## src/rtl/organ_tone_gen.sv

```systemverilog
// organ_tone_gen: seven-key, three-octave square-wave tone generator.
// The key, octave and enable inputs are synchronised and the key/octave
// vector is debounced. The lowest pressed key wins. A three-state
// sequencer (IDLE/RUN/STOP) does two things: it always completes the
// current half-period, and it always ends a note on a low level.
module organ_tone_gen #(
    parameter int CNT_W      = 12,
    parameter int DEB_CYCLES = 10000,
    parameter int DEB_W      = 14
) (
    input  logic       clk,
    input  logic       rst_n,
    input  logic [6:0] key_i,
    input  logic [1:0] octave_i,
    input  logic       enable_i,
    output logic       speaker_o,
    output logic [2:0] num_show_o,
    output logic [1:0] oct_show_o,
    output logic       active_o
);

    typedef enum logic [1:0] {IDLE, RUN, STOP} state_t;

    localparam logic [DEB_W-1:0] DEB_LAST = DEB_W'(DEB_CYCLES - 1);
    localparam logic [CNT_W-1:0] ONE      = CNT_W'(1);

    // synchroniser stages
    logic [6:0] key_s1_q, key_s2_q;
    logic [1:0] oct_s1_q, oct_s2_q;
    logic       en_s1_q, en_s2_q;

    // debounce state
    logic [8:0]       vec_prev_q;
    logic [DEB_W-1:0] deb_cnt_q, deb_cnt_d;
    logic [6:0]       acc_key_q;
    logic [1:0]       acc_oct_q;
    logic             accept;

    // note selection
    logic [2:0]       note_d;
    logic [1:0]       oct_eff;
    logic [CNT_W-1:0] base_d, half_d;

    // display / pending divisor
    logic [2:0]       num_q;
    logic [1:0]       oct_q;
    logic [CNT_W-1:0] pend_q;

    // sequencer
    state_t           state_q;
    logic [CNT_W-1:0] cnt_q;
    logic             tone_q;
    logic             speaker_q;
    logic             active_q;

    // Two-flop synchronisers for every asynchronous board input.
    always_ff @(posedge clk or negedge rst_n) begin
        if (!rst_n) begin
            key_s1_q <= '0;
            key_s2_q <= '0;
            oct_s1_q <= 2'd1;
            oct_s2_q <= 2'd1;
            en_s1_q  <= 1'b0;
            en_s2_q  <= 1'b0;
        end else begin
            key_s1_q <= key_i;
            key_s2_q <= key_s1_q;
            oct_s1_q <= octave_i;
            oct_s2_q <= oct_s1_q;
            en_s1_q  <= enable_i;
            en_s2_q  <= en_s1_q;
        end
    end

    // Stable-cycle counter. The vector is accepted on the cycle the count reaches its last value.
    always_comb begin
        deb_cnt_d = deb_cnt_q;
        if ({oct_s2_q, key_s2_q} != vec_prev_q) begin
            deb_cnt_d = '0;
        end else if (deb_cnt_q != DEB_LAST) begin
            deb_cnt_d = deb_cnt_q + DEB_W'(1);
        end
        accept = ({oct_s2_q, key_s2_q} == vec_prev_q) && (deb_cnt_d == DEB_LAST);
    end

    // Debounce registers; the counter saturates once the vector has been accepted.
    always_ff @(posedge clk or negedge rst_n) begin
        if (!rst_n) begin
            vec_prev_q <= {2'd1, 7'd0};
            deb_cnt_q  <= '0;
            acc_key_q  <= '0;
            acc_oct_q  <= 2'd1;
        end else begin
            vec_prev_q <= {oct_s2_q, key_s2_q};
            deb_cnt_q  <= deb_cnt_d;
            if (accept) begin
                acc_key_q <= key_s2_q;
                acc_oct_q <= oct_s2_q;
            end
        end
    end

    // Lowest set key wins; the octave then scales the middle-octave half-period.
    always_comb begin
        note_d = 3'd0;
        for (int i = 6; i >= 0; i--) begin
            if (acc_key_q[i]) note_d = 3'(i + 1);
        end
        oct_eff = (acc_oct_q == 2'd3) ? 2'd1 : acc_oct_q;
        case (note_d)
            3'd1:    base_d = CNT_W'(1908);
            3'd2:    base_d = CNT_W'(1701);
            3'd3:    base_d = CNT_W'(1515);
            3'd4:    base_d = CNT_W'(1433);
            3'd5:    base_d = CNT_W'(1276);
            3'd6:    base_d = CNT_W'(1136);
            3'd7:    base_d = CNT_W'(1012);
            default: base_d = '0;
        endcase
        case (oct_eff)
            2'd0:    half_d = base_d << 1;
            2'd2:    half_d = base_d >> 1;
            default: half_d = base_d;
        endcase
    end

    // Register the displayed note/octave. The pending divisor is loaded only while a note is held, so STOP keeps the last D.
    always_ff @(posedge clk or negedge rst_n) begin
        if (!rst_n) begin
            num_q  <= '0;
            oct_q  <= '0;
            pend_q <= '0;
        end else begin
            num_q <= note_d;
            oct_q <= (note_d != 3'd0) ? oct_eff : 2'd0;
            if (note_d != 3'd0) pend_q <= half_d;
        end
    end

    // Tone sequencer. The speaker and active outputs are registered from the next tone/state.
    always_ff @(posedge clk or negedge rst_n) begin
        if (!rst_n) begin
            state_q   <= IDLE;
            cnt_q     <= '0;
            tone_q    <= 1'b0;
            speaker_q <= 1'b0;
            active_q  <= 1'b0;
        end else begin
            case (state_q)
                IDLE: begin
                    cnt_q     <= '0;
                    tone_q    <= 1'b0;
                    speaker_q <= 1'b0;
                    if (num_q != 3'd0) begin
                        state_q  <= RUN;
                        cnt_q    <= pend_q - ONE;
                        active_q <= 1'b1;
                    end else begin
                        active_q <= 1'b0;
                    end
                end
                default: begin
                    if (cnt_q == '0) begin
                        if (state_q == STOP && tone_q && num_q == 3'd0) begin
                            // a high half-period just ended with no note held: go silent
                            state_q   <= IDLE;
                            tone_q    <= 1'b0;
                            cnt_q     <= '0;
                            speaker_q <= 1'b0;
                            active_q  <= 1'b0;
                        end else begin
                            state_q   <= (num_q != 3'd0) ? RUN : STOP;
                            tone_q    <= ~tone_q;
                            cnt_q     <= pend_q - ONE;
                            speaker_q <= ~tone_q & en_s2_q;
                            active_q  <= 1'b1;
                        end
                    end else begin
                        state_q   <= (num_q != 3'd0) ? RUN : STOP;
                        cnt_q     <= cnt_q - ONE;
                        speaker_q <= tone_q & en_s2_q;
                        active_q  <= 1'b1;
                    end
                end
            endcase
        end
    end

    assign speaker_o  = speaker_q;
    assign num_show_o = num_q;
    assign oct_show_o = oct_q;
    assign active_o   = active_q;

endmodule

```

## config.mk

```make
export PLATFORM = sky130hd
export DESIGN_NAME = organ_tone_gen
export DESIGN_NICKNAME = d
export VERILOG_FILES = /design/src/rtl/organ_tone_gen.sv
export SDC_FILE = /design/constraint.sdc
export NUM_CORES = 1
export LEC_CHECK = 0
export ABC_CLOCK_PERIOD_IN_PS = 5600
export CORE_MARGIN = 5
export CORE_UTILIZATION = 55
export CTS_CLUSTER_DIAMETER = 100
export DETAILED_ROUTE_END_ITERATION = 16
export DONT_BUFFER_PORTS = 1
export HOLD_SLACK_MARGIN = 0.02
export MAX_ROUTING_LAYER = met4
export PLACE_DENSITY = 0.7
export RECOVER_POWER = 100
export SYNTH_ARGS = -nofsm -noshare
export SYNTH_HDL_FRONTEND = slang
export SYNTH_SLANG_ARGS = --single-unit
```

## constraint.sdc

```tcl
create_clock -name clk -period 5.6 [get_ports clk]
set_clock_uncertainty 0.2 [all_clocks]
set_input_delay 0.84 -clock clk [delete_from_list [all_inputs] [get_ports clk]]
set_output_delay 0.84 -clock clk [all_outputs]
set_load 0.01 [all_outputs]
```

==> results of run 1 <==
## cell usage after synthesis, types with 2 or more instances
library cell / n
o22ai_1: 15
ha_1: 4
clkbuf_1: 18
o31ai_1: 3
a211oi_1: 3
a21oi_1: 22
a21o_1: 3
and2_1: 2
or3_1: 3
and4_1: 2
nor4_1: 10
nand2b_1: 5
nand4b_1: 2
a22oi_1: 4
nor2b_1: 2
nor3_1: 9
or4_1: 2
nor2_1: 48
inv_1: 10
dfrtp_1: 82
xnor2_1: 23
xor2_1: 15
mux2i_1: 3
mux2_2: 9
o31a_1: 3
a2bb2oi_1: 2
dfstp_2: 4
nand3_1: 9
or2_2: 4
o21ai_0: 13
a31oi_1: 4
nand3b_1: 3
nand2_1: 21
o211ai_1: 2
nand4_1: 4
## power groups by stage
stage                     clock network, µW  registers, µW  logic (µW)
final                                   370            637        18.3
after floorplan                           0            649        5.03
after global placement                    0            650        5.85
after detailed placement                  0            650        5.85
after global routing                    408            639        21.5
after CTS                               380            638        19.8
## layout make-up
cell class	count	area, µm²	share of cell area [%]
repair buffers	1	27.53	0.6435
multi-input cells	277	1769	41.36
inverters	10	37.54	0.8775
well taps	99	123.9	2.896
flip-flops and latches	86	2157	50.42
clock inverters	2	10.01	0.2340
clock buffers	14	152.6	3.568
## flip-flops by register name (all words and copies together), names as in the netlist, 3 cells and up
signal	cells
acc_key_q	7
num_show_o	3
key_s1_q	7
vec_prev_q	9
cnt_q	12
deb_cnt_q	14
pend_q	12
key_s2_q	7
## worst paths after layout
kind,slack (ns),cells after the start,end,start
setup reg to reg,2.16,6,acc_key_q[6],deb_cnt_q[5]
hold / removal,0.14,0,vec_prev_q[7],rst_n
max in group asynchronous,4.70,1,acc_key_q[1],rst_n
setup / recovery,2.16,6,acc_key_q[6],deb_cnt_q[5]
hold reg to reg,0.15,0,key_s2_q[1],key_s1_q[1]
min in group clk,0.15,0,key_s2_q[1],key_s1_q[1]
## metal layers
metal | up-vias | global-route usage [%]
met2 | 81 | 29.10
met5 | - | -
met1 | 1371 | 25.77
met3 | 20 | 2.971
met4 | 0 | 7.938
li1 | 1392 | -
## logic make-up after synthesis
kind of cell / Yosys count
simple gates: 134
compound gates: 89
flops: 86
xor+xnor: 38
buf+inv: 30
mux: 12
fa+ha+maj: 4
## worst max-delay path: stages (launching register included)
cell and delay [ns]:
dfrtp_1 0.46, or4b_1 0.60, or4_1 0.62, a21o_1 0.25
nor4_1 0.29, nand4_1 0.46, mux2_2 0.44
## stage by stage
stage | utilization (%) | instances | hold WS [ns] | setup WS, ns
after global routing | 58.98 | 489 | 0.1133 | 1.953
after detailed placement | 56.82 | 472 | 0.1358 | 2.474
after CTS | 59.44 | 489 | 0.1239 | 2.451
after floorplan | - | 393 | 0.1312 | 2.655
final | 58.98 | 489 | 0.1376 | 2.159
after global placement | 56.82 | 472 | 0.1335 | 2.570
## repair_timing
action,in CTS,in global routing
buffers inserted,0,0
hold buffers,1,0
endpoints found under the setup margin,0,0
hold endpoints to repair,82,0
==> reports/metrics.json, run 1 <==
{
  "power_and_ir_drop": {
    "vdd.ir_drop.worst_mv": 0.1825,
    "total_leakage_power_uw": 0.001907,
    "clock_power_share_pct": 36.1,
    "power_switching_share_pct": 21.02,
    "pwr-share-comb_pct": 1.8,
    "p_seq_share_pct": 62.1,
    "netSwitchingPower_uw": 215.6,
    "power.density_cell_area_nw_per_um2": 239.8,
    "intPower_uw": 810.3,
    "finalPower_uw": 1026
  },
  "run_status": {
    "run_status": "completed"
  },
  "route": {
    "wl_met1_um": 3534,
    "avgViaCountPerCell": 5.857,
    "wl_met2_um": 3477,
    "wl_um": 7570,
    "dr.max_layer_used": "met4",
    "drtAntennaViolNets": 0,
    "route.vias.total": 2864,
    "routed_len_inst_um": 15.48,
    "drc": 0,
    "detailedRoute.firstIterationViolations": 288,
    "met3_length_um": 351,
    "first_pass_iters": 5
  },
  "clocking": {
    "cts.clk_slew.worst_paths_ns": 0.08,
    "tritoncts_clock_tree": "built",
    "clock_insertion_delay_worst_skew_ns": 0.34,
    "htree_num_levels": 3,
    "post_cts_resized": 0,
    "cts_root_buffer": "clkbuf_8",
    "number_of_clock_sinks": 86,
    "clockBufferDepth": 2,
    "number_of_buffers_inserted_during_clock_tree_synthesis": 9
  },
  "sta": {
    "finalHoldViolCount": 0,
    "period_share_pct": 61.45,
    "unrepaired_setup_endpoints_after_global_routing": "false",
    "finalSetupTns_ns": 0,
    "fmax_mhz": 290.6,
    "worst_pin_slew_ns": 1.201,
    "finalSetupViolCount": 0,
    "slew_viol_final": 0,
    "min_period_ns": 3.441,
    "max-slew-margin-rel_pct": 19.08
  },
  "synth": {
    "netlist_instances": 393,
    "synth_ff_type": "dfrtp_1",
    "syn_area_per_cell_um2": 10.39,
    "netlist_top_cells_area": "dfrtp_1 50%, xnor2_1 4.9%, nor2_1 4.4%",
    "synth_fa_ha_area_share_pct": 1.226,
    "yosysUniqueCellTypes": 60,
    "warnings_synthesis": 0,
    "asyncSetResetFlopFracSynth_pct": 100.0,
    "synth_edf_count": 0,
    "seq_area_frac_synth_pct": 52.85,
    "yosysTopAreaCellShare_pct": 50.28,
    "syn-num-nets": 409,
    "largest_family_of_logic_cells_by_synthesized_area": "simple AND/OR/NAND/NOR gates",
    "yosys.area_share.xor_xnor_pct": 8.155,
    "synth-compound-area-share_pct": 14.32,
    "syn-cell-area_um2": 4081,
    "muxShareOfSynthArea_pct": 3.219,
    "synth.ff_latch_count": 86,
    "post_synth_and_or_nand_nor_area_fraction_pct": 17.26,
    "synth_top_area_cell": "dfrtp_1"
  },
  "final_layout": {
    "final_cell_mix": "82 x dfrtp_1, 48 x nor2_1, 23 x xnor2_1",
    "fill_cells": 615,
    "area_growth_pct": 4.813,
    "drive_above_1_share_pct": 7.692,
    "postLayoutCellArea_um2": 4278,
    "antenna_cells_inserted": 0,
    "layout.cells.most_common": "dfrtp_1",
    "nNetsFinal": 401
  },
  "die": {
    "initial_core_util_pct": 56.27,
    "design.die.area_um2": 9244,
    "pin_count": 19,
    "die_height_um": 96.15,
    "core_um2": 7253,
    "dieWidth_um": 96.15,
    "row_count": 31
  },
  "setup_path": {
    "critPathArrivalTime_ns": 3.47,
    "timing.critical_path.required_ns": 5.62,
    "crit_path_max_fanout": 9,
    "cp-end-kind": "flop",
    "timing.setup.critical_path_class": "flop to flop",
    "start_kind": "flop"
  },
  "placement": {
    "hpwlAfterDp_um": 5159,
    "finalWeightedCongestion": 0.9435,
    "placed_cell_area_um2": 4121,
    "port-buffer-count": 0
  },
  "global_route": {
    "grt_start_max_net_pins": 83,
    "grt_remaining_overflow": 0,
    "initial_antenna_violation_count": 0,
    "grt_pass1_wl_um": 13490,
    "grt.total_usage_pct": 19.17,
    "first_global_vias": 2806
  },
  "job": {
    "max_cap_viols": 0
  },
  "worst_hold_path": {
    "min_path_type": "primary input to async pin"
  }
}
No activity file was read; power rests on OpenSTA's default activity.
==> run 2, diff against run 1 <==
ABC_CLOCK_PERIOD_IN_PS = 3540   (was 5600)
clock period = 3.54 ns   (was 5.6 ns; I/O delays follow)
==> reports/metrics.json, run 2 (synthesized netlist as in run 1, its figures left out) <==
{
  "die": {
    "pin_count": 19,
    "dieWidth_um": 96.15,
    "core_um2": 7253,
    "row_count": 31,
    "design.die.area_um2": 9244,
    "initial_core_util_pct": 56.27,
    "die_height_um": 96.15
  },
  "final_layout": {
    "largest_reg_flops": 14,
    "area_growth_pct": 8.676,
    "antenna_cells_inserted": 0,
    "instances_no_fill": 505,
    "layout.cells.most_common": "dfrtp_1",
    "postLayoutCellArea_um2": 4436,
    "largest_register": "deb_cnt_q",
    "final_cell_mix": "82 x dfrtp_1, 48 x nor2_1, 23 x xnor2_1",
    "nNetsFinal": 417,
    "drive_above_1_share_pct": 9.113,
    "layout_top_registers": "deb_cnt_q: 14 flops, cnt_q: 12 flops, pend_q: 12 flops"
  },
  "sta": {
    "slew_viol_final": 87,
    "finalHoldViolCount": 0,
    "finalSetupViolCount": 0,
    "max-slew-margin-rel_pct": -33.71,
    "fmax_mhz": 321.4,
    "unrepaired_setup_endpoints_after_global_routing": "false",
    "worst_pin_slew_ns": 2.006,
    "finalSetupTns_ns": 0,
    "period_share_pct": 87.88,
    "min_period_ns": 3.111
  },
  "placement": {
    "dp_cells": 477,
    "placed_cell_area_um2": 4159,
    "finalWeightedCongestion": 0.9050,
    "port-buffer-count": 0,
    "hpwlAfterDp_um": 5198
  },
  "clocking": {
    "clockBufferDepth": 2,
    "clock_insertion_delay_worst_skew_ns": 0.35,
    "post_cts_resized": 0,
    "number_of_clock_sinks": 86,
    "cts.clk_slew.worst_paths_ns": 0.08,
    "tritoncts_clock_tree": "built",
    "number_of_setup_buffers_added_after_cts": 0,
    "cts_hold_repair.buffers": 12,
    "cts_root_buffer": "clkbuf_8",
    "htree_num_levels": 3,
    "number_of_buffers_inserted_during_clock_tree_synthesis": 9
  },
  "setup_path": {
    "regToRegSetupSlack_ns": 0.43,
    "timing.setup.critical_path_class": "flop to flop",
    "crit_path_max_fanout": 9,
    "start_kind": "flop",
    "timing.critical_path.required_ns": 3.57,
    "critPathArrivalTime_ns": 3.14,
    "cp-end-kind": "flop"
  },
  "route": {
    "detailedRoute.firstIterationViolations": 202,
    "route.vias.total": 2890,
    "drc": 0,
    "routed_len_inst_um": 15.00,
    "wl_um": 7573,
    "drtAntennaViolNets": 0,
    "avgViaCountPerCell": 5.723,
    "first_pass_iters": 4
  },
  "global_route": {
    "grt_start_max_net_pins": 87,
    "first_global_vias": 2861,
    "initial_antenna_violation_count": 0,
    "grt_remaining_overflow": 0,
    "grt.total_usage_pct": 19.05,
    "grt_pass1_wl_um": 13400
  },
  "job": {
    "max_cap_viols": 1
  },
  "power_and_ir_drop": {
    "vdd.ir_drop.worst_mv": 0.2994,
    "power.density_cell_area_nw_per_um2": 370.4,
    "total_leakage_power_uw": 0.001996
  },
  "worst_hold_path": {
    "min_path_type": "flop to flop"
  },
  "run_status": {
    "run_status": "finished with violations",
    "violations": "capacitance limit, slew limit"
  }
}
[run 2: cell count changes in the layout (fill, tap and decap cells not counted), sizes merged]
cell         change
clkinv           +2
dlygate4sd3     +11
clkinvlp         +1
clkbuf           +2
[run 2: area by class of cell]
| cell class | instances | area [µm²] |
|---|---|---|
| Clock inverter | 5 | 35.03 |
| Sequential cell | 86 | 2157 |
| Timing Repair Buffer | 17 | 137.6 |
| Tap cell | 99 | 123.9 |
| Clock buffer | 11 | 141.4 |
| Inverter | 10 | 37.54 |
| Multi-Input combinational cell | 277 | 1803 |
| Fill cell | 606 | 2818 |
[run 2: worst max-delay path, stage by stage (launching register included)]
cell	delay, ns
dfrtp_1	0.47
or4b_4	0.58
or4_1	0.61
a21o_1	0.26
nor4_4	0.31
nand4_4	0.23
mux2_2	0.33
[run 2: final timing paths]
path / start / endpoint / cells after the start
min in group asynchronous: rst_n / pend_q[4] / 2
max in group asynchronous: rst_n / key_s1_q[0] / 2
worst min-delay path: oct_s1_q[1] / oct_s2_q[1] / 0
worst max-delay path: deb_cnt_q[5] / acc_key_q[5] / 6
worst max register to register: deb_cnt_q[5] / acc_key_q[5] / 6
worst min register to register: oct_s1_q[1] / oct_s2_q[1] / 0
[run 2: routing by layer]
metal	global-route usage, %	share of wire, %	vias to the layer above
li1	-	-	1423
met1	23.90	46	1400
met2	30.13	49	53
met3	3.675	4.0	14
met4	8.175	1.6	0
met5	-	0	-
[run 2: metrics by stage]
step / power [µW] / worst slack (ns) / hold WS [ns] / utilization [%]
after floorplan: 1034 / 0.5947 / 0.03541 / -
after detailed placement: 1038 / 0.4371 / 0.03842 / 57.34
after global routing: 1718 / 0.3199 / 0.1704 / 61.15
after global placement: 1037 / 0.5242 / 0.03786 / 57.34
final: 1643 / 0.4290 / 0.1547 / 61.15
after CTS: 1676 / 0.4086 / 0.1572 / 61.67
[run 2: power by group]
part           total [µW]  leakage, µW  internal (µW)  switching (µW)
clock network         598    0.0000893            274             324
logic                36.2     0.000780           13.7            22.6
registers            1010      0.00113           1000            9.01
